### config.mk
export PLATFORM = sky130hd
export DESIGN_NAME = rvfi_ref_emitter_flat
export DESIGN_NICKNAME = d
export VERILOG_FILES = /design/src/rtl/rvfi_ref_emitter_if.sv /design/src/rtl/rvfi_ref_emitter.sv /design/src/flat_wrapper.sv
export SDC_FILE = /design/constraint.sdc
export NUM_CORES = 2
export LEC_CHECK = 0
export BUFFER_PORTS_ARGS = -buffer_cell sky130_fd_sc_hd__buf_2
export CAP_MARGIN = 20
export CORE_AREA = 2 2 407 409
export CTS_BUF_LIST = sky130_fd_sc_hd__clkbuf_4 sky130_fd_sc_hd__clkbuf_8
export DETAILED_ROUTE_END_ITERATION = 12
export DIE_AREA = 0 0 409 411
export REMOVE_ABC_BUFFERS = 1
export SYNTH_ARGS = -nofsm -noshare
export SYNTH_HDL_FRONTEND = slang
export SYNTH_SLANG_ARGS = --single-unit
### constraint.sdc
create_clock -name clk -period 17.78 [get_ports clk]
set_input_delay 2.667 -clock clk [delete_from_list [all_inputs] [get_ports clk]]
set_output_delay 2.667 -clock clk [all_outputs]
set_load 0.03 [all_outputs]
### src/rtl/rvfi_ref_emitter_if.sv
// Instruction handshake plus RVFI retirement packet for rvfi_ref_emitter.
// master = instruction source / trace consumer, slave = the emitter.
interface rvfi_ref_emitter_if;
  logic        insn_valid;
  logic [31:0] insn_data;
  logic        insn_ready;
  logic        rvfi_valid;
  logic [31:0] rvfi_insn;
  logic [4:0]  rvfi_rs1;
  logic [4:0]  rvfi_rs2;
  logic [4:0]  rvfi_rd;
  logic [31:0] rvfi_pre_pc;
  logic [31:0] rvfi_post_pc;
  logic [31:0] rvfi_pre_rs1;
  logic [31:0] rvfi_pre_rs2;
  logic [31:0] rvfi_post_rd;
  logic        rvfi_post_trap;

  modport master (
    output insn_valid, insn_data,
    input  insn_ready, rvfi_valid, rvfi_insn, rvfi_rs1, rvfi_rs2, rvfi_rd,
           rvfi_pre_pc, rvfi_post_pc, rvfi_pre_rs1, rvfi_pre_rs2,
           rvfi_post_rd, rvfi_post_trap
  );

  modport slave (
    input  insn_valid, insn_data,
    output insn_ready, rvfi_valid, rvfi_insn, rvfi_rs1, rvfi_rs2, rvfi_rd,
           rvfi_pre_pc, rvfi_post_pc, rvfi_pre_rs1, rvfi_pre_rs2,
           rvfi_post_rd, rvfi_post_trap
  );
endinterface

### src/rtl/rvfi_ref_emitter.sv
// Multi-cycle RV32I reference core (no memory ops) that emits one RVFI packet
// per instruction; any unsupported or misaligned-target instruction traps and halts.
module rvfi_ref_emitter #(
  parameter logic [31:0] RESET_PC = 32'h0000_0000,
  parameter int          XLEN     = 32
) (
  input  logic              clk,
  input  logic              reset,
  rvfi_ref_emitter_if.slave bus
);

  typedef enum logic [1:0] {FETCH, EXEC, RETIRE, HALT} state_t;

  typedef struct packed {
    logic [4:0]      rs1;
    logic [4:0]      rs2;
    logic [4:0]      rd;
    logic [XLEN-1:0] pre_rs1;
    logic [XLEN-1:0] pre_rs2;
    logic [XLEN-1:0] post_rd;
    logic [XLEN-1:0] post_pc;
    logic            trap;
  } pkt_t;

  localparam logic [6:0] OPC_LUI    = 7'b0110111;
  localparam logic [6:0] OPC_AUIPC  = 7'b0010111;
  localparam logic [6:0] OPC_JAL    = 7'b1101111;
  localparam logic [6:0] OPC_JALR   = 7'b1100111;
  localparam logic [6:0] OPC_BRANCH = 7'b1100011;
  localparam logic [6:0] OPC_OPIMM  = 7'b0010011;
  localparam logic [6:0] OPC_OP     = 7'b0110011;

  state_t          state_q, state_d;
  logic [XLEN-1:0] pc_q;
  logic [31:0]     insn_q;
  logic [XLEN-1:0] rs1_val_q, rs2_val_q;
  pkt_t            pkt_q, pkt_d;
  logic [XLEN-1:0] rf [1:31];

  logic            accept;
  logic            retire;
  logic            ready;
  logic [XLEN-1:0] rs1_read, rs2_read;

  // ---------------------------------------------------------------- FSM
  always_ff @(posedge clk or posedge reset) begin
    if (reset) state_q <= FETCH;
    else       state_q <= state_d;
  end

  // NOTE: every output of a combinational block gets a default before the
  // case statement, so no path leaves a value held and no latch is inferred.
  always_comb begin
    state_d = state_q;
    ready   = 1'b0;
    retire  = 1'b0;
    accept  = 1'b0;
    case (state_q)
      FETCH: begin
        ready = 1'b1;
        if (bus.insn_valid) begin
          accept  = 1'b1;
          state_d = EXEC;
        end
      end
      EXEC:   state_d = RETIRE;
      RETIRE: begin
        retire  = 1'b1;
        state_d = pkt_q.trap ? HALT : FETCH;
      end
      HALT:    state_d = HALT;
      default: state_d = FETCH;
    endcase
  end

  // ---------------------------------------------------------------- register file
  assign rs1_read = (bus.insn_data[19:15] == 5'd0) ? '0 : rf[bus.insn_data[19:15]];
  assign rs2_read = (bus.insn_data[24:20] == 5'd0) ? '0 : rf[bus.insn_data[24:20]];

  // NOTE: the register file has no reset; software writes before it reads, and
  // leaving it out of the reset tree lets it map onto plain RAM/flops.
  always_ff @(posedge clk) begin
    if (retire && !pkt_q.trap && pkt_q.rd != 5'd0)
      rf[pkt_q.rd] <= pkt_q.post_rd;
  end

  // ---------------------------------------------------------------- datapath state
  // NOTE: sequential state uses non-blocking assignments so every register
  // samples pre-edge values regardless of statement order.
  always_ff @(posedge clk or posedge reset) begin
    if (reset) begin
      pc_q      <= RESET_PC;
      insn_q    <= '0;
      rs1_val_q <= '0;
      rs2_val_q <= '0;
      pkt_q     <= '0;
    end else begin
      if (accept) begin
        insn_q    <= bus.insn_data;
        rs1_val_q <= rs1_read;
        rs2_val_q <= rs2_read;
      end
      if (state_q == EXEC) pkt_q <= pkt_d;
      if (retire)          pc_q  <= pkt_q.post_pc;
    end
  end

  // ---------------------------------------------------------------- decode / execute
  logic [6:0]      opcode, funct7;
  logic [2:0]      funct3;
  logic [4:0]      rd_f, rs1_f, rs2_f;
  logic [XLEN-1:0] imm_i, imm_b, imm_u, imm_j, op_b, alu_res, pc_plus4;
  logic [XLEN-1:0] result, target;
  logic            legal, uses_rs1, uses_rs2, writes_rd, redirect, taken, trap;

  assign opcode   = insn_q[6:0];
  assign rd_f     = insn_q[11:7];
  assign funct3   = insn_q[14:12];
  assign rs1_f    = insn_q[19:15];
  assign rs2_f    = insn_q[24:20];
  assign funct7   = insn_q[31:25];
  assign imm_i    = {{20{insn_q[31]}}, insn_q[31:20]};
  assign imm_b    = {{19{insn_q[31]}}, insn_q[31], insn_q[7], insn_q[30:25], insn_q[11:8], 1'b0};
  assign imm_u    = {insn_q[31:12], 12'b0};
  assign imm_j    = {{11{insn_q[31]}}, insn_q[31], insn_q[19:12], insn_q[20], insn_q[30:21], 1'b0};
  assign pc_plus4 = pc_q + XLEN'(4);
  assign op_b     = (opcode == OPC_OP) ? rs2_val_q : imm_i;

  // Shared ALU for OP and OP-IMM; bit 30 selects SUB (OP only) and SRA/SRAI.
  always_comb begin
    alu_res = '0;
    case (funct3)
      3'b000: alu_res = (opcode == OPC_OP && insn_q[30]) ? rs1_val_q - op_b : rs1_val_q + op_b;
      3'b001: alu_res = rs1_val_q << op_b[4:0];
      3'b010: alu_res = XLEN'($signed(rs1_val_q) < $signed(op_b));
      3'b011: alu_res = XLEN'(rs1_val_q < op_b);
      3'b100: alu_res = rs1_val_q ^ op_b;
      3'b101: alu_res = insn_q[30] ? XLEN'($signed(rs1_val_q) >>> op_b[4:0])
                                   : rs1_val_q >> op_b[4:0];
      3'b110: alu_res = rs1_val_q | op_b;
      default: alu_res = rs1_val_q & op_b;
    endcase
  end

  always_comb begin
    legal     = 1'b0;
    uses_rs1  = 1'b0;
    uses_rs2  = 1'b0;
    writes_rd = 1'b0;
    redirect  = 1'b0;
    taken     = 1'b0;
    result    = '0;
    target    = '0;
    case (opcode)
      OPC_LUI: begin
        legal = 1'b1; writes_rd = 1'b1; result = imm_u;
      end
      OPC_AUIPC: begin
        legal = 1'b1; writes_rd = 1'b1; result = pc_q + imm_u;
      end
      OPC_JAL: begin
        legal = 1'b1; writes_rd = 1'b1; result = pc_plus4;
        redirect = 1'b1; target = pc_q + imm_j;
      end
      OPC_JALR: begin
        legal = (funct3 == 3'b000); uses_rs1 = 1'b1; writes_rd = 1'b1;
        result = pc_plus4; redirect = 1'b1;
        target = (rs1_val_q + imm_i) & ~XLEN'(1);
      end
      OPC_BRANCH: begin
        legal    = (funct3 != 3'b010) && (funct3 != 3'b011);
        uses_rs1 = 1'b1; uses_rs2 = 1'b1;
        case (funct3)
          3'b000:  taken = (rs1_val_q == rs2_val_q);
          3'b001:  taken = (rs1_val_q != rs2_val_q);
          3'b100:  taken = ($signed(rs1_val_q) <  $signed(rs2_val_q));
          3'b101:  taken = ($signed(rs1_val_q) >= $signed(rs2_val_q));
          3'b110:  taken = (rs1_val_q <  rs2_val_q);
          3'b111:  taken = (rs1_val_q >= rs2_val_q);
          default: taken = 1'b0;
        endcase
        redirect = taken; target = pc_q + imm_b;
      end
      OPC_OPIMM: begin
        uses_rs1 = 1'b1; writes_rd = 1'b1; result = alu_res;
        case (funct3)
          3'b001:  legal = (funct7 == 7'b0000000);
          3'b101:  legal = (funct7 == 7'b0000000) || (funct7 == 7'b0100000);
          default: legal = 1'b1;
        endcase
      end
      OPC_OP: begin
        uses_rs1 = 1'b1; uses_rs2 = 1'b1; writes_rd = 1'b1; result = alu_res;
        legal = (funct7 == 7'b0000000) ||
                (funct7 == 7'b0100000 && (funct3 == 3'b000 || funct3 == 3'b101));
      end
      default: legal = 1'b0;
    endcase
  end

  assign trap = !legal || (redirect && target[1:0] != 2'b00);

  always_comb begin
    pkt_d         = '0;
    pkt_d.trap    = trap;
    pkt_d.rs1     = (legal && uses_rs1) ? rs1_f : 5'd0;
    pkt_d.rs2     = (legal && uses_rs2) ? rs2_f : 5'd0;
    pkt_d.pre_rs1 = (legal && uses_rs1) ? rs1_val_q : '0;
    pkt_d.pre_rs2 = (legal && uses_rs2) ? rs2_val_q : '0;
    if (!trap && writes_rd && rd_f != 5'd0) begin
      pkt_d.rd      = rd_f;
      pkt_d.post_rd = result;
    end
    pkt_d.post_pc = trap ? pc_q : (redirect ? target : pc_plus4);
  end

  // ---------------------------------------------------------------- RVFI outputs
  // Packet fields are forced to zero outside the retire cycle.
  assign bus.insn_ready     = ready;
  assign bus.rvfi_valid     = retire;
  assign bus.rvfi_insn      = retire ? insn_q        : '0;
  assign bus.rvfi_rs1       = retire ? pkt_q.rs1     : '0;
  assign bus.rvfi_rs2       = retire ? pkt_q.rs2     : '0;
  assign bus.rvfi_rd        = retire ? pkt_q.rd      : '0;
  assign bus.rvfi_pre_pc    = retire ? pc_q          : '0;
  assign bus.rvfi_post_pc   = retire ? pkt_q.post_pc : '0;
  assign bus.rvfi_pre_rs1   = retire ? pkt_q.pre_rs1 : '0;
  assign bus.rvfi_pre_rs2   = retire ? pkt_q.pre_rs2 : '0;
  assign bus.rvfi_post_rd   = retire ? pkt_q.post_rd : '0;
  assign bus.rvfi_post_trap = retire & pkt_q.trap;

endmodule
### src/flat_wrapper.sv
// flat-port wrapper written by rule: the top's interface ports become plain ports
module rvfi_ref_emitter_flat 
#(
  parameter logic [31:0] RESET_PC = 32'h0000_0000,
  parameter int          XLEN     = 32
)
  (clk, reset, bus_insn_valid, bus_insn_data, bus_insn_ready, bus_rvfi_valid, bus_rvfi_insn, bus_rvfi_rs1, bus_rvfi_rs2, bus_rvfi_rd, bus_rvfi_pre_pc, bus_rvfi_post_pc, bus_rvfi_pre_rs1, bus_rvfi_pre_rs2, bus_rvfi_post_rd, bus_rvfi_post_trap);
  rvfi_ref_emitter_if bus_i ();
  input  logic clk;
  input  logic reset;
  input wire logic [$bits(bus_i.insn_valid)-1:0] bus_insn_valid;
  input wire logic [$bits(bus_i.insn_data)-1:0] bus_insn_data;
  output wire logic [$bits(bus_i.insn_ready)-1:0] bus_insn_ready;
  output wire logic [$bits(bus_i.rvfi_valid)-1:0] bus_rvfi_valid;
  output wire logic [$bits(bus_i.rvfi_insn)-1:0] bus_rvfi_insn;
  output wire logic [$bits(bus_i.rvfi_rs1)-1:0] bus_rvfi_rs1;
  output wire logic [$bits(bus_i.rvfi_rs2)-1:0] bus_rvfi_rs2;
  output wire logic [$bits(bus_i.rvfi_rd)-1:0] bus_rvfi_rd;
  output wire logic [$bits(bus_i.rvfi_pre_pc)-1:0] bus_rvfi_pre_pc;
  output wire logic [$bits(bus_i.rvfi_post_pc)-1:0] bus_rvfi_post_pc;
  output wire logic [$bits(bus_i.rvfi_pre_rs1)-1:0] bus_rvfi_pre_rs1;
  output wire logic [$bits(bus_i.rvfi_pre_rs2)-1:0] bus_rvfi_pre_rs2;
  output wire logic [$bits(bus_i.rvfi_post_rd)-1:0] bus_rvfi_post_rd;
  output wire logic [$bits(bus_i.rvfi_post_trap)-1:0] bus_rvfi_post_trap;
  assign bus_i.insn_valid = bus_insn_valid;
  assign bus_i.insn_data = bus_insn_data;
  assign bus_insn_ready = bus_i.insn_ready;
  assign bus_rvfi_valid = bus_i.rvfi_valid;
  assign bus_rvfi_insn = bus_i.rvfi_insn;
  assign bus_rvfi_rs1 = bus_i.rvfi_rs1;
  assign bus_rvfi_rs2 = bus_i.rvfi_rs2;
  assign bus_rvfi_rd = bus_i.rvfi_rd;
  assign bus_rvfi_pre_pc = bus_i.rvfi_pre_pc;
  assign bus_rvfi_post_pc = bus_i.rvfi_post_pc;
  assign bus_rvfi_pre_rs1 = bus_i.rvfi_pre_rs1;
  assign bus_rvfi_pre_rs2 = bus_i.rvfi_pre_rs2;
  assign bus_rvfi_post_rd = bus_i.rvfi_post_rd;
  assign bus_rvfi_post_trap = bus_i.rvfi_post_trap;
  rvfi_ref_emitter #(.RESET_PC(RESET_PC), .XLEN(XLEN)) u_core (.clk(clk), .reset(reset), .bus(bus_i));
endmodule
**Word-level counts from Yosys, hierarchy flattened**

Memory sizes are Yosys's and may differ from the RTL's.
Cells that the tools add are included.

- Equal/unequal tests: 23
- Bitwise operators: 4
- Mux-type cells: 41
- Magnitude comparators: 6
- Reductions and logical operators: 31
- Add/subtract/negate cells: 7
- Shift operators: 3

Operators with widths:

| kind | number |
|---|---|
| $mux W32 | 16 |
| $pmux W32 S7 | 1 |
| $add A32 B32 Y32 | 5 |
| $lt A32 B32 Y1 | 4 |
| $pmux W32 S4 | 1 |
| $pmux W32 S3 | 1 |
| $ge A32 B32 Y1 | 2 |
| $add A32 B3 Y32 const B | 1 |
| $and A32 B32 Y32 | 1 |
| $eq A32 B32 Y1 | 1 |
| $ne A32 B32 Y1 | 1 |
| $or A32 B32 Y32 | 1 |
| $shl A32 B5 Y32 | 1 |
| $shr A32 B5 Y32 | 1 |
| $sshr A32 B5 Y32 | 1 |
| $sub A32 B32 Y32 | 1 |
| $xor A32 B32 Y32 | 1 |
| $mux W5 | 6 |
| $eq A7 B6 Y1 const B | 3 |
| $eq A7 B7 Y1 const B | 3 |
| $eq A7 B5 Y1 const B | 2 |
| $eq A3 B3 Y1 const B | 4 |
| $logic_and A1 B1 Y1 | 10 |
| $logic_not A5 Y1 | 2 |
| other kinds (24) | 45 |

- Input port bits: 35
- Output and inout port bits: 210
- Word-level logic and storage cells: 129
- Register bits after elaboration: 274
- Bits in writable memories: 992
- Memories kept: 1

Memories:

| memory | words | bits a word | rd ports | clocked after memory_dff | write ports | RTL line | RTL |
|---|---|---|---|---|---|---|---|
| u_core.rf | 31 | 32 | 2 | 0 | 1 | rvfi_ref_emitter.sv:38 | `logic [XLEN-1:0] rf [1:31];` |

**Logic depth before layout (Yosys ltp)**

- Depth in word-level cells: 11
- Depth in mapped cells: 23
- Depth with buffers taken out: 19

**Worst setup path after synthesis**

Ideal clock, no wire load.

- Path type: input to register
- From: input port bus_insn_data[15]
- To: register u_core.rs1_val_q[24]
- Path buffers: 3
- Setup slack: 12.484 ns
- Data required time: 17.656 ns
- Library setup time: 0.124 ns
- Stages on the path: 8
- Arrival time: 5.172 ns
- Cell sequence: clkbuf_1 buf_1 buf_1 mux4_2 mux2_2 a221o_1 o211ai_1 nand2_1

- Longest elaborated chain between the ends: 2
- Elaborated cells between the ends (all ways): 3
- Those cells by class: 1 x mux; 1 x reduce/logical; 1 x memory

Ends and longest elaborated chain:

| item | RTL line | RTL |
|---|---|---|
| start, declared | flat_wrapper.sv:12 | `input wire logic [$bits(bus_i.insn_data)-1:0] bus_insn_data;` |
| $mem_v2 Z31 W32 / $logic_not A5 Y1 (equally long branches) | -- |  |
| $mux W32 (*) | rvfi_ref_emitter.sv:77 | `assign rs1_read = (bus.insn_data[19:15] == 5'd0) ? '0 : rf[bus.insn_data[19:15]];` |
| end signal, assigned | rvfi_ref_emitter.sv:100 | `rs1_val_q <= rs1_read;` |
| end, declared | rvfi_ref_emitter.sv:36 | `logic [XLEN-1:0] rs1_val_q, rs2_val_q;` |

Mark *: on every way between the ends. The rest lies on a longest branch, timed or not.
A chain may end at the register's enable or synchronous reset.

**Worst setup path in the final report**

- From: register u_core.state_q[0]
- To: output port bus_rvfi_post_rd[16]

- Longest elaborated chain between the ends: 3

Ends and longest elaborated chain:

| item | RTL line | RTL |
|---|---|---|
| start, declared | rvfi_ref_emitter.sv:33 | `state_t state_q, state_d;` |
| start signal, assigned | rvfi_ref_emitter.sv:48 | `else state_q <= state_d;` |
| $eq A2 B2 Y1 | rvfi_ref_emitter.sv:58 | `case (state_q)` |
| $mux W1 | rvfi_ref_emitter.sv:58 |  |
| $mux W32 | rvfi_ref_emitter.sv:229 | `assign bus.rvfi_post_rd = retire ? pkt_q.post_rd : '0;` |
| end, declared | flat_wrapper.sv:23 | `output wire logic [$bits(bus_i.rvfi_post_rd)-1:0] bus_rvfi_post_rd;` |

Every way passes these cells.

==> results.py <==
metrics = {
    "global_route": {
        "antenna_found_initial": 18,
        "grt_remaining_overflow": 0,
        "track_usage_pct": 35.8,
        "grt_pass1_wl_mm": 426,
        "grt_max_degree": 121,
        "first_global_vias": 55139,
    },
    "worst_setup_path": {
        "endpoint_kind": "output pin",
        "crit_type": "flip-flop to output pin",
        "crit_arrival_ps": 3750,
        "slowest_stage": "buf_4",
        "worst_path_largest_cell_delay_ps": 710,
        "r2r_slack_ps": 11580,
        "crit_chain": "nand2b_2 > inv_6 > buf_4 > and2_1 > buf_2",
        "worst-path-max-fanout": 120,
        "start_kind": "flip-flop",
        "ff2ff_path_depth": 19,
        "r2r-start": "u_core.insn_q[5]$_DFFE_PP0P_",
        "rr_endpoint": "u_core.pkt_q[61]$_DFFE_PP0N_",
        "worstPathRequired_ps": 15110,
    },
    "routing": {
        "drt_first_pass_iters": 10,
        "via_per_inst": 6.80,
        "antenna_left": 0,
        "vias": 57246,
        "wirelength_mm": 307,
        "dr.first_iter.drc_count": 8235,
        "post_drt_wl_per_cell_um": 36.5,
        "route.detailed.drc": 0,
    },
    "pwr": {
        "p_int_mw": 4.96,
        "p_sw_share_pct": 26.6,
        "ir_drop_mv": 0.0831,
        "clkPwrFrac_pct": 41.0,
        "finalPower_mw": 6.76,
        "p_leak_nw": 31.4,
        "p_per_area_nw_per_um2": 82.3,
        "seqPwrFrac_pct": 47.2,
        "p_sw_mw": 1.80,
        "comb_power_share_pct": 11.8,
    },
    "yosys": {
        "synth_most_common_cell": "edfxtp_1",
        "synth-main-ff-cell": "edfxtp_1",
        "synth_top_area_share_pct": 40.7,
        "synth.ff_latch_count": 1266,
        "syn_inst": 5784,
        "ys_async_sr_fraction_pct": 21.6,
        "synth_edf_count": 992,
        "yosys.cell_types.count": 95,
        "yosysSeqAreaShare_pct": 50.1,
        "synth_area_per_cell_um2": 12.6,
        "synthTopCellsByCount": "992 x edfxtp_1, 449 x a21oi_1, 434 x mux4_2",
        "syn-cell-area_um2": 73100,
        "netlist.top_cell.by_area": "edfxtp_1",
        "synth.area.top_cells": "edfxtp_1 41%, mux4_2 13%, dfrtp_1 9.4%",
        "yosysWarnings": 0,
    },
    "clock_network": {
        "clk_latency_ps": 1030,
        "postCtsHoldBufs": 0,
        "cts_tree": "done",
        "path_clk_slew_ps": 60,
        "clock_path_buffers": 3,
        "cts_made_buffers": 211,
        "cts.sinks": 1266,
        "cts_root_buf": "clkbuf_8",
        "cts_max_level": 4,
        "post-cts-setup-buffers": 0,
        "cts_resized": 0,
    },
    "worst_hold_path": {
        "hold_start": "u_core.pkt_q[26]$_DFFE_PP0N_",
        "hold_end": "u_core.pkt_q[26]$_DFFE_PP0N_",
        "min_path_cells": 2,
        "min_path_type": "flip-flop to flip-flop",
    },
    "sta": {
        "fmax_mhz": 156,
        "finalSetupViolations": 0,
        "finClkSkew_ps": 54.9,
        "slew_headroom_pct": 13.9,
        "slew_violations": 0,
        "rsz0062_at_grt": "no",
        "fin_setup_tns_ps": 0,
        "finalCritPeriodShare_pct": 36.1,
        "hold_violations": 0,
        "worst-slew-pin-transition_ps": 1280,
        "timing.final.crit_period_ps": 6410,
    },
    "run_status": {
        "status": "finished clean",
    },
    "placed_design": {
        "place_area_um2": 77500,
        "portBuffers": 244,
        "gp_congestion": 1.07,
        "dp_hpwl_mm": 198,
    },
    "floorplan": {
        "rows": 149,
        "dieWidth_um": 409,
        "die_h_um": 411,
        "dieArea_um2": 168000,
        "ios": 245,
        "start_util_pct": 44.6,
        "fp.coreArea_um2": 164000,
    },
    "layout": {
        "fill_cells": 14369,
        "fin_nets": 6282,
        "fin_area_um2": 82200,
        "syn_to_final_growth_pct": 12.3,
        "drive_above_1_share_pct": 24.0,
    },
    "run": {
        "maxCapViolations": 0,
    },
}
==> critical path, delay by kind of cell, from the launching register on <==
| kind | cells | cell delay [ps] |
|---|---|---|
| flops | 1 | 460 |
| buf+inv | 3 | 1530 |
| simple gates | 2 | 610 |
==> layer usage <==
| layer | part of all wire, % | up-vias | global-route usage, % |
|---|---|---|---|
| met5 | 0.061 | - | 0 |
| met4 | 5.5 | 24 | 17.4 |
| met3 | 10 | 796 | 7.70 |
| met2 | 46 | 3701 | 56.3 |
| met1 | 38 | 29347 | 47.2 |
| li1 | - | 23378 | - |
==> power by group through the flow <==
stage               combinational (mW)  sequential (mW)  clock, mW
floorplan                        0.433             3.25          0
global placement                 0.774             3.25          0
detailed placement               0.774             3.25          0
CTS                              0.777             3.19       2.81
global route                     0.831             3.19       2.93
finish                           0.795             3.19       2.77
==> cells in the final DEF (no fill, tap or decap), drive strengths merged, types with 56 or more instances in the layout <==
cell	count
a211oi	61
a21o	147
a21oi	449
a221o	77
a22o	87
and2	214
buf	471
clkbuf	320
dfrtp	274
edfxtp	992
ha	203
inv	163
mux2	121
mux2i	269
mux4	434
nand2	322
nand2b	58
nand3	84
nor2	297
o211ai	79
o21ai	263
o221ai	56
xnor2	98
==> sequential cells by signal, indices dropped and copies added (netlist names) <==
name / count
u_core.pkt_q: 144
u_core.rs1_val_q: 32
u_core.state_q: 2
u_core.rs2_val_q: 32
u_core.rf: 992
u_core.pc_q: 32
u_core.insn_q: 32
==> final cells by class <==
type / instances / area (um^2) / share of cell area (%)
clock inverter: 71 / 612 / 0.745
multi-input combinational: 3934 / 34600 / 42.1
clock buffer: 320 / 3900 / 4.74
tap: 2189 / 2740 / 3.33
sequential: 1266 / 36600 / 44.6
inverter: 156 / 598 / 0.728
antenna: 7 / 17.5 / 0.0213
timing repair buffer: 471 / 3070 / 3.74
==> metrics by stage <==
| step | worst slack (ps) | util, % | std cells | hold slack, ps |
|---|---|---|---|---|
| 5_1_grt | 11200 | 50.1 | 8409 | 498 |
| 2_1_floorplan | 7560 | - | 5356 | 430 |
| 3_5_place_dp | 10660 | 47.3 | 8012 | 452 |
| 3_3_place_gp | 10670 | 47.3 | 8008 | 448 |
| 4_1_cts | 11300 | 50.1 | 8403 | 467 |
| 6_report | 11370 | 50.1 | 8414 | 466 |
==> cell families (layout without fill, tap and decap cells) <==
logic type	count (synthesis)	after routing	synth area share, %
AO/OA/AOI/OAI	1589	1589	14.7
XOR/XNOR	134	134	1.60
adder cells (fa/ha/maj)	207	207	3.58
buffers and inverters	584	1018	3.15
flip-flops	1266	1266	50.1
multiplexers	824	824	18.9
other	0	7	0
AND/OR/NAND/NOR	1180	1180	7.91
==> worst max path at each step <==
stage	startpoint	to	depth (start not counted)
after global routing	u_core.state_q[0]$_DFFE_PP0P_	bus_rvfi_post_rd[16]	5
after global placement	bus_insn_data[20]	u_core.rs2_val_q[29]$_DFFE_PP0P_	8
after floorplan	reset	u_core.insn_q[0]$_DFFE_PP0P_	1
after detailed placement	bus_insn_data[20]	u_core.rs2_val_q[29]$_DFFE_PP0P_	8
final	u_core.state_q[0]$_DFFE_PP0P_	bus_rvfi_post_rd[16]	5
after CTS	u_core.state_q[0]$_DFFE_PP0P_	bus_rvfi_post_rd[25]	5
(Power assumes the default switching activity.)
